`src/rtl/vrf_bank_arbiter.sv`:
```
// ---------------------------------------------------------------------------
// vrf_bank_arbiter
// Round-robin arbiter that shares one dual-port vector register-file bank RAM
// among NUM_REQ lane requesters. Port A carries one read or write per cycle.
// Port B carries one extra read per cycle. Read data returns with the owning
// requester ID one cycle after the grant, which matches the RAM's registered
// output latency.
// ---------------------------------------------------------------------------
module vrf_bank_arbiter #(
  parameter int NUM_REQ = 4,
  parameter int IDW     = 2,
  parameter int AW      = 9,
  parameter int DW      = 128
) (
  input  logic                  clk,
  input  logic                  resetn,

  // Requester side
  input  logic [NUM_REQ-1:0]    req_valid,
  input  logic [NUM_REQ-1:0]    req_we,
  input  logic [NUM_REQ*AW-1:0] req_addr,
  input  logic [NUM_REQ*DW-1:0] req_wdata,
  output logic [NUM_REQ-1:0]    req_ack,

  // Response side
  output logic                  rsp_a_valid,
  output logic [IDW-1:0]        rsp_a_id,
  output logic [DW-1:0]         rsp_a_data,
  output logic                  rsp_b_valid,
  output logic [IDW-1:0]        rsp_b_id,
  output logic [DW-1:0]         rsp_b_data,

  // RAM wrapper side
  output logic [AW-1:0]         ram_address_a,
  output logic                  ram_wren_a,
  output logic [DW-1:0]         ram_data_a,
  output logic                  ram_rden_a,
  output logic [AW-1:0]         ram_address_b,
  output logic                  ram_rden_b,
  output logic                  ram_wren_b,
  output logic [DW-1:0]         ram_data_b,
  input  logic [DW-1:0]         ram_out_a,
  input  logic [DW-1:0]         ram_out_b
);

  // -------------------------------------------------------------------------
  // State
  // -------------------------------------------------------------------------
  logic [IDW-1:0] rr_ptr_q,      rr_ptr_d;
  logic           rsp_a_valid_q, rsp_a_valid_d;
  logic [IDW-1:0] rsp_a_id_q,    rsp_a_id_d;
  logic           rsp_b_valid_q, rsp_b_valid_d;
  logic [IDW-1:0] rsp_b_id_q,    rsp_b_id_d;

  // -------------------------------------------------------------------------
  // Combinational signals
  // -------------------------------------------------------------------------
  logic [AW-1:0]  addr_s  [NUM_REQ];
  logic [DW-1:0]  wdata_s [NUM_REQ];

  logic           w0_found_s;
  logic [IDW-1:0] w0_idx_s;
  logic           w0_we_s;
  logic           w1_found_s;
  logic [IDW-1:0] w1_idx_s;
  logic           hazard_s;
  logic           w1_grant_s;

  // Split the packed request buses into per-requester address and data
  always_comb begin
    for (int i = 0; i < NUM_REQ; i++) begin
      addr_s[i]  = req_addr[i*AW +: AW];
      wdata_s[i] = req_wdata[i*DW +: DW];
    end
  end

  // Round-robin search from rr_ptr. W0 is the first valid requester.
  // W1 is the first valid read that comes strictly after W0 in the same order.
  always_comb begin
    logic           seen0_v;
    logic           seen1_v;
    logic           sel0_v;
    logic           sel1_v;
    logic [IDW-1:0] ord_v;
    seen0_v  = 1'b0;
    seen1_v  = 1'b0;
    sel0_v   = 1'b0;
    sel1_v   = 1'b0;
    ord_v    = {IDW{1'b0}};
    w0_idx_s = {IDW{1'b0}};
    w1_idx_s = {IDW{1'b0}};
    for (int k = 0; k < NUM_REQ; k++) begin
      // The requester count is a power of two, so the wrap is free.
      ord_v    = rr_ptr_q + IDW'(k);
      sel0_v   = req_valid[ord_v] & ~seen0_v;
      // W1 must come after W0, so only seen0_v from earlier positions counts.
      sel1_v   = req_valid[ord_v] & ~req_we[ord_v] & seen0_v & ~seen1_v;
      w0_idx_s = w0_idx_s | (sel0_v ? ord_v : {IDW{1'b0}});
      w1_idx_s = w1_idx_s | (sel1_v ? ord_v : {IDW{1'b0}});
      seen0_v  = seen0_v | sel0_v;
      seen1_v  = seen1_v | sel1_v;
    end
    w0_found_s = seen0_v;
    w1_found_s = seen1_v;
  end

  // Decide whether W1 actually gets port B.
  // A port-B read of the address being written on port A is held for a cycle,
  // so that it sees the new data instead of racing the write.
  always_comb begin
    w0_we_s    = w0_found_s & req_we[w0_idx_s];
    hazard_s   = w0_we_s & w1_found_s & (addr_s[w1_idx_s] == addr_s[w0_idx_s]);
    w1_grant_s = w1_found_s & ~hazard_s;
  end

  // Drive the grant acknowledges. All acks are forced low while in reset.
  always_comb begin
    req_ack = {NUM_REQ{1'b0}};
    for (int i = 0; i < NUM_REQ; i++) begin
      req_ack[i] = resetn &
                   ((w0_found_s & (w0_idx_s == IDW'(i))) |
                    (w1_grant_s & (w1_idx_s == IDW'(i))));
    end
  end

  // Drive the RAM ports. Port B is read-only, so its write side is tied off.
  always_comb begin
    ram_address_a = addr_s[w0_idx_s];
    ram_data_a    = wdata_s[w0_idx_s];
    ram_wren_a    = resetn & w0_we_s;
    ram_rden_a    = resetn & w0_found_s & ~w0_we_s;
    // When rden_b is low, the wrapper ignores this address.
    ram_address_b = addr_s[w1_idx_s];
    ram_rden_b    = resetn & w1_grant_s;
    ram_wren_b    = 1'b0;
    ram_data_b    = {DW{1'b0}};
  end

  // Next-state logic for the pointer and the response tags.
  // The pointer moves past the last requester served. It holds while idle.
  always_comb begin
    rr_ptr_d      = w0_found_s ?
                    ((w1_grant_s ? w1_idx_s : w0_idx_s) + {{(IDW-1){1'b0}}, 1'b1}) :
                    rr_ptr_q;
    rsp_a_valid_d = w0_found_s & ~w0_we_s;
    rsp_a_id_d    = w0_idx_s;
    rsp_b_valid_d = w1_grant_s;
    rsp_b_id_d    = w1_idx_s;
  end

  // Registers with synchronous active-low reset
  always_ff @(posedge clk) begin
    if (!resetn) begin
      rr_ptr_q      <= {IDW{1'b0}};
      rsp_a_valid_q <= 1'b0;
      rsp_a_id_q    <= {IDW{1'b0}};
      rsp_b_valid_q <= 1'b0;
      rsp_b_id_q    <= {IDW{1'b0}};
    end else begin
      rr_ptr_q      <= rr_ptr_d;
      rsp_a_valid_q <= rsp_a_valid_d;
      rsp_a_id_q    <= rsp_a_id_d;
      rsp_b_valid_q <= rsp_b_valid_d;
      rsp_b_id_q    <= rsp_b_id_d;
    end
  end

  // Response outputs. Data passes straight through from the RAM's registered outputs.
  always_comb begin
    rsp_a_valid = rsp_a_valid_q;
    rsp_a_id    = rsp_a_id_q;
    rsp_a_data  = ram_out_a;
    rsp_b_valid = rsp_b_valid_q;
    rsp_b_id    = rsp_b_id_q;
    rsp_b_data  = ram_out_b;
  end

endmodule

```
`config.mk`:
```
export PLATFORM = sky130hd
export DESIGN_NAME = vrf_bank_arbiter
export DESIGN_NICKNAME = d
export VERILOG_FILES = /design/src/rtl/vrf_bank_arbiter.sv
export SDC_FILE = /design/constraint.sdc
export NUM_CORES = 1
export LEC_CHECK = 0
export CORE_AREA = 3 3 530 532
export CTS_CLUSTER_SIZE = 12
export DETAILED_ROUTE_END_ITERATION = 8
export DIE_AREA = 0 0 533 535
export PLACE_DENSITY = 0.3
export SETUP_SLACK_MARGIN = 0.15
export SLEW_MARGIN = 30
export SYNTH_ARGS = -nofsm -noshare
export SYNTH_HDL_FRONTEND = slang
export SYNTH_SLANG_ARGS = --single-unit
```
`constraint.sdc`:
```
create_clock -name clk -period 10 [get_ports clk]
set_input_delay 3 -clock clk [delete_from_list [all_inputs] [get_ports clk]]
set_output_delay 3 -clock clk [all_outputs]
set_load 0.05 [all_outputs]
```
# Word-level counts from Yosys, hierarchy flattened
# Index checks and enable logic that the tools add are counted.
dict set report op_classes {
  addsub 4
  order_cmp 7
  n_eq_ne 7
  mux 33
  n_bitwise 58
  reduce_logical 2
}
# op n
set op_table {}
lappend op_table {{$bmux 128 s2} 1}
lappend op_table {{$mux 128} 2}
lappend op_table {{$bmux 9 s2} 2}
lappend op_table {{$mux 9} 4}
lappend op_table {{$and 1x1->1} 32}
lappend op_table {{$bmux 1 s2} 8}
lappend op_table {{$mux 2} 8}
lappend op_table {{$lt 2x3->1 const B} 5}
lappend op_table {{$not 1->1} 10}
lappend op_table {{$or 2x2->2} 5}
lappend op_table {{$eq 9x9->1} 1}
lappend op_table {{$or 1x1->1} 9}
lappend op_table {{$eq 2x2->1 const B} 4}
lappend op_table {{$mux 1} 8}
lappend op_table {{$ge 3x3->1 const B} 2}
lappend op_table {{$not 2->3} 2}
lappend op_table {{$add 2x1->2 const B} 2}
lappend op_table {{$add 2x2->2 const B} 2}
lappend op_table {{$eq 2x1->1 const B} 2}
lappend op_table {{$logic_not 2->1} 2}
dict set report word_totals {
  register_bits 8
  in_bits 814
  out_inout_bits 544
}

# Logic depth before layout (Yosys ltp)
dict set report depth {
  ltp_word 24
  ltp_mapped 17
}

# Worst setup path before layout
# Ideal clock, no wire load.
dict set report synth_timing {
  path_kind {input port to output port}
  startpoint {input req_we[0]}
  endpoint {output req_ack[1]}
  arrival_time_ps 6928
  slack_ps 72
  path_stages 13
  n_path_buf 2
  cell_sequence {nand2b_1 > mux4_2 > or2_1 > buf_6 > a211oi_1 > o32ai_1 > o22ai_1 > xor2_1 > a2111oi_2 > nand4_1 > and3_1 > buf_6 > a32o_1}
}
dict set report synth_between {
  elab_chain_len 23
}
# item line_no
set synth_rtl {}
lappend synth_rtl {{start, declared} 20} ;# input logic [NUM_REQ-1:0] req_we,
lappend synth_rtl {{$bmux 1 s2} 97} ;# sel1_v = req_valid[ord_v] & ~req_we[ord_v] & seen0_v & ~seen1_v;
lappend synth_rtl {{$mux 1 (not written as such)} 97}
lappend synth_rtl {{$not 1->1} 97}
lappend synth_rtl {{$and 1x1->1 (2 in a row)} 97}
lappend synth_rtl {{$not 1->1} 97}
lappend synth_rtl {{$and 1x1->1} 97}
lappend synth_rtl {{$or 1x1->1} 101} ;# seen1_v = seen1_v | sel1_v;
lappend synth_rtl {{$not 1->1} 97}
lappend synth_rtl {{(+7 left out)} n/a}
lappend synth_rtl {{net ram_address_b[6]} 38} ;# output logic [AW-1:0] ram_address_b,
lappend synth_rtl {{$eq 9x9->1 (*)} 112} ;# hazard_s = w0_we_s & w1_found_s & (addr_s[w1_idx_s] == addr_s[w0_idx_s]);
lappend synth_rtl {{$and 1x1->1 (*)} 112}
lappend synth_rtl {{$not 1->1 (*)} 113} ;# w1_grant_s = w1_found_s & ~hazard_s;
lappend synth_rtl {{$and 1x1->1 (*)} 113}
lappend synth_rtl {{$and 1x1->1 (*)} 122} ;# (w1_grant_s & (w1_idx_s == IDW'(i))));
lappend synth_rtl {{$or 1x1->1 (*)} 121} ;# ((w0_found_s & (w0_idx_s == IDW'(i))) |
lappend synth_rtl {{$and 1x1->1 (*)} 120} ;# req_ack[i] = resetn &
lappend synth_rtl {{end, declared} 23} ;# output logic [NUM_REQ-1:0] req_ack,
# Mark *: on every way through the listed nets, which the timed path passes. The rest lies on a longest branch. The select of a mux whose other input is x is not followed.

# Final worst setup path
dict set report layout_timing {
  startpoint {input req_we[3]}
  endpoint {output req_ack[1]}
}
dict set report layout_between {
  elab_chain_len 23
}
# item line_no
set layout_rtl {}
lappend layout_rtl {{$bmux 1 s2} 97}
lappend layout_rtl {{$mux 1 (not written as such)} 97}
lappend layout_rtl {{$not 1->1} 97}
lappend layout_rtl {{$and 1x1->1 (2 in a row)} 97}
lappend layout_rtl {{$not 1->1} 97}
lappend layout_rtl {{$and 1x1->1} 97}
lappend layout_rtl {{$or 1x1->1} 101}
lappend layout_rtl {{$not 1->1} 97}
lappend layout_rtl {{(+5 left out)} n/a}
lappend layout_rtl {{$mux 9 (not written as such) (2 in a row)} 112}
lappend layout_rtl {{$eq 9x9->1} 112}
lappend layout_rtl {{$and 1x1->1} 112}
lappend layout_rtl {{$not 1->1} 113}
lappend layout_rtl {{$and 1x1->1} 113}
lappend layout_rtl {{$and 1x1->1 (*)} 122}
lappend layout_rtl {{$or 1x1->1 (*)} 121}
lappend layout_rtl {{$and 1x1->1 (*)} 120}
# Every way passes the cells marked *; elsewhere a longest branch is shown, timed or not. The select of a mux whose other input is x is not followed.

==> metrics.md <==
| Metric | Value |
|---|---|
| Vias | about 14,000 |
| # Max-Cap Violations | 0 |
| Register area | 161 sq um |
| CP required | around 7 ns |
| Yosys top cell by area | buf_4 |
| Static leakage | around 7.5 nW |
| Antenna violations before repair | about 220 |
| WS Path Type | primary input to output port |
| Power Internal | between 2 and 2.5 mW |
| Critical path arrival | between 6 and 7 ns |
| Post-synth top cells | 543 x nand2_1, 387 x buf_4, 132 x a31oi_1, 132 x and3_1, 100 x clkbuf_1 |
| CTS tree | built |
| Final Max Slew Viols | 0 |
| Total Routing Usage GR | 0.129 |
| Count leader, synth | nand2_1 |
| Drt via density | 2.41 |
| Met2 usage | 0.210 |
| Sequential area share after synthesis | 0.0173 |
| Setup TNS | 0 ns |
| Post-route ant nets | 0 |
| Net Switching | 3.57 mW |
| GRT met3 Usage | 0.156 |
| Fraction of the mapped netlist area in adder cells | 0 |
| FMAX | approximately 0.10 GHz |
| WL per Instance | between 30 and 40 um |
| Worst Skew | 0.0172 ns |
| Final Power | 5.70 mW |
| Drt total wl | about 190,000 um |
| Post-Route Utilization | 0.0750 |
| Clock Tree Root | clkbuf_16 |
| Net Sw Frac | 0.626 |
| Pre-CTS setup slack | -0.369 ns |
| Clock power share | 0.015 |
| Share of cells above drive strength 1 | 0.174 |
| DIE WIDTH | 533 um |
| Iteration-0 DRC Markers | between 600 and 700 |
| Worst-Margin Slew | approximately 0.93 ns |
| Yosys warning count | 0 |
| Total grt overflow | 0 |
| Largest net degree at the start of global routing | 93 |
| Skew-Pair Late Insertion Delay | ~0.28 ns |
| Area of the multi-input gates | between 0.006 and 0.007 sq mm |
| Syn_area_per_cell | between 5 and 6 sq um |
| Hold-fix buffer count after cts | 0 |
| #FFs+latches synth | 8 |
| Busiest layer in global routing | met2 |
| Top_reg_cell synth | dfxtp_1 |
| Largest family of logic cells by synthesized area | buffers and inverters |
| Clk sink count | 8 |
| Peak VDD IR | between 0.08 and 0.09 mV |
| Drt pass-1 iters | 4 |
| Post-synthesis mux area share | 0.0456 |
| Vias in the first global route | approximately 14,000 |
| Synth Cell Area | approximately 0.0092 sq mm |
| Fill count | around 33,000 |
| Post-synth cell types | 71 |
| Final worst slack | 0.299 ns |
| CP Capture Type | output port |
| Met1 Usage GRT | 0.100 |
| Number of I/O pins | 1,358 |
| H-tree depth | 1 |
| Status | finished, final reports clean |
| Clock Path Buffers | 2 |
| Min Tclk post-route | around 9.7 ns |
| Clock transition at path regs | about 0.07 ns |
| Simple-Gate Fraction of Synth Area | 0.362 |
| CTS Buf Count | 3 |
| # rows | 193 |
| Hold slack | between 0.9 and 1 ns |
| Post-synthesis async set-or-reset flop share | 0 |
| P per Cell Area | ~270 mW/mm^2 |
| Drt drc | 0 |
| Compound-Gate Fraction of Synth Area | 0.195 |
| Buffers on Ports | a little over 700 |
| Post-synthesis xor/xnor area fraction | 0.00663 |
| Chip height | around 540 um |
| Final hold vios | 0 |
| FF-to-FF setup slack | between 5 and 6 ns |
| Worst Hold Class | flip-flop to flip-flop |
| Relative slew slack | 0.379 |
| First-pass GRT wire length | ~220,000 um |
| CP Max Fanout | 6 |
| Synth top area share | 0.314 |
| RSZ-0062 raised after global routing | false |
| Area Overhead vs Synth | 124% |
| Top post-synthesis cells by area | buf_4 31%, nand2_1 22%, a31oi_1 8.9%, and3_1 8.9%, clkbuf_1 4.1% |
| Tcrit/Tclk final | 0.970 |
| Core Area | between 0.2 and 0.3 sq mm |
| Routability cong. | roughly 0.83 |
| Startpoint types | primary input |
| Number of synthesized flops with an enable pin | 0 |
| Final setup vio count | 0 |
| Die area | ~0.29 sq mm |
| Final #Nets | approximately 2,900 |
| Comb pwr share | 0.972 |
| Initial Util | 0.0334 |
| Syn Inst Count | around 1,600 |
| Sequential share of power | 0.012 |
| Final HPWL from detailed placement | between 150,000 and 200,000 um |
==> per-stage QoR <==
step / cell area, sq um / instances
after global routing: 20700 / 5792
after floorplan: 9740 / 1725
final: 20700 / 5812
after CTS: 20500 / 5783
after detailed placement: 20300 / 5775
after global placement: 20300 / 5775
==> power by group through the flow <==
stage | clock (mW) | sequential (mW) | combinational [mW]
floorplan | 0 | 0.0762 | 2.82
global placement | 0 | 0.0695 | 5.63
detailed placement | 0 | 0.0695 | 5.62
CTS | 0.0986 | 0.0689 | 5.71
global route | 0.0958 | 0.0728 | 5.84
finish | 0.0883 | 0.0701 | 5.54
==> routing by layer <==
layer / routed length [um] / vias up
li1: - / 5914
met2: 86500 / 1408
met5: 1270 / -
met4: 3900 / 176
met3: 49100 / 421
met1: 53100 / 6112
==> worst paths after layout <==
path,depth (start not counted),end,start
worst max-delay path,17,req_ack[1],req_we[3]
worst min-delay path,3,rr_ptr_q[1]$_SDFFE_PN0N_,rr_ptr_q[1]$_SDFFE_PN0N_
worst max register to register,14,rr_ptr_q[1]$_SDFFE_PN0N_,rr_ptr_q[0]$_SDFFE_PN0N_
worst min register to register,3,rr_ptr_q[1]$_SDFFE_PN0N_,rr_ptr_q[1]$_SDFFE_PN0N_
==> critical path: stages <==
cell	delay [ns]
dlygate4sd2_1	0.25
nand2b_1	0.14
mux4_2	0.49
or2_4	0.29
buf_12	0.14
buf_4	0.15
o32a_1	0.29
o211ai_2	0.20
xor2_1	0.21
nand3_2	0.13
a2111oi_4	0.35
nand4_1	0.14
buf_6	0.16
and3_4	0.17
buf_12	0.14
a32o_2	0.29
buf_12	0.15
==> registers in the layout, indices dropped and copies added (netlist names) <==
register	flops
rsp_a_valid	1
rsp_b_id	2
rsp_b_valid	1
rsp_a_id	2
rr_ptr_q	2
==> cells by family after synthesis <==
logic type,Yosys count
and+or+nand+nor,760
buffers and inverters,521
AOI/OAI and AO/OA,260
muxes,40
DFF,8
xor gates and xnor gates,7
other,1
==> layout make-up <==
class / instances / area share
timing repair buffer: 859 / 0.450
multi-input combinational: 1196 / 0.309
tap: 3705 / 0.224
sequential: 8 / 0.00778
clock buffer: 3 / 0.00362
inverter: 18 / 0.00326
antenna: 23 / 0.00278
==> cell usage in the layout (no fill, tap or decap), drive strengths merged, types with 3 or more instances in the layout <==
cell type      Yosys  layout
clkdlybuf4s50      0     555
nand2            543     543
buf              403     296
and3             132     132
a31oi            132     132
conb               1     129
mux2i             32      32
diode              0      23
nor2              18      18
inv               17      17
nor3              17      17
a211oi            16      16
o21ai             16      16
a21oi             15      15
nand2b            12      12
o22ai             10      10
o32ai              9       9
dfxtp              8       8
o211ai             7       7
mux2               7       7
nand3              7       7
o32a               6       6
o21a               6       6
nor2b              5       5
o21bai             5       5
xor2               5       5
o2111ai            5       5
or3                5       5
clkbuf           100       5
nand4              4       4
o311ai             4       4
a2bb2oi            4       4
a22o               3       3
o31ai              3       3
nor4               3       3
and2               3       3
==> repair_timing <==
action	CTS	global route
gates resized for setup	42	26
gates cloned	1	1
setup endpoints to repair	36	5
pin swaps	15	16
buffers inserted	4	5
(Power assumes the default switching activity.)
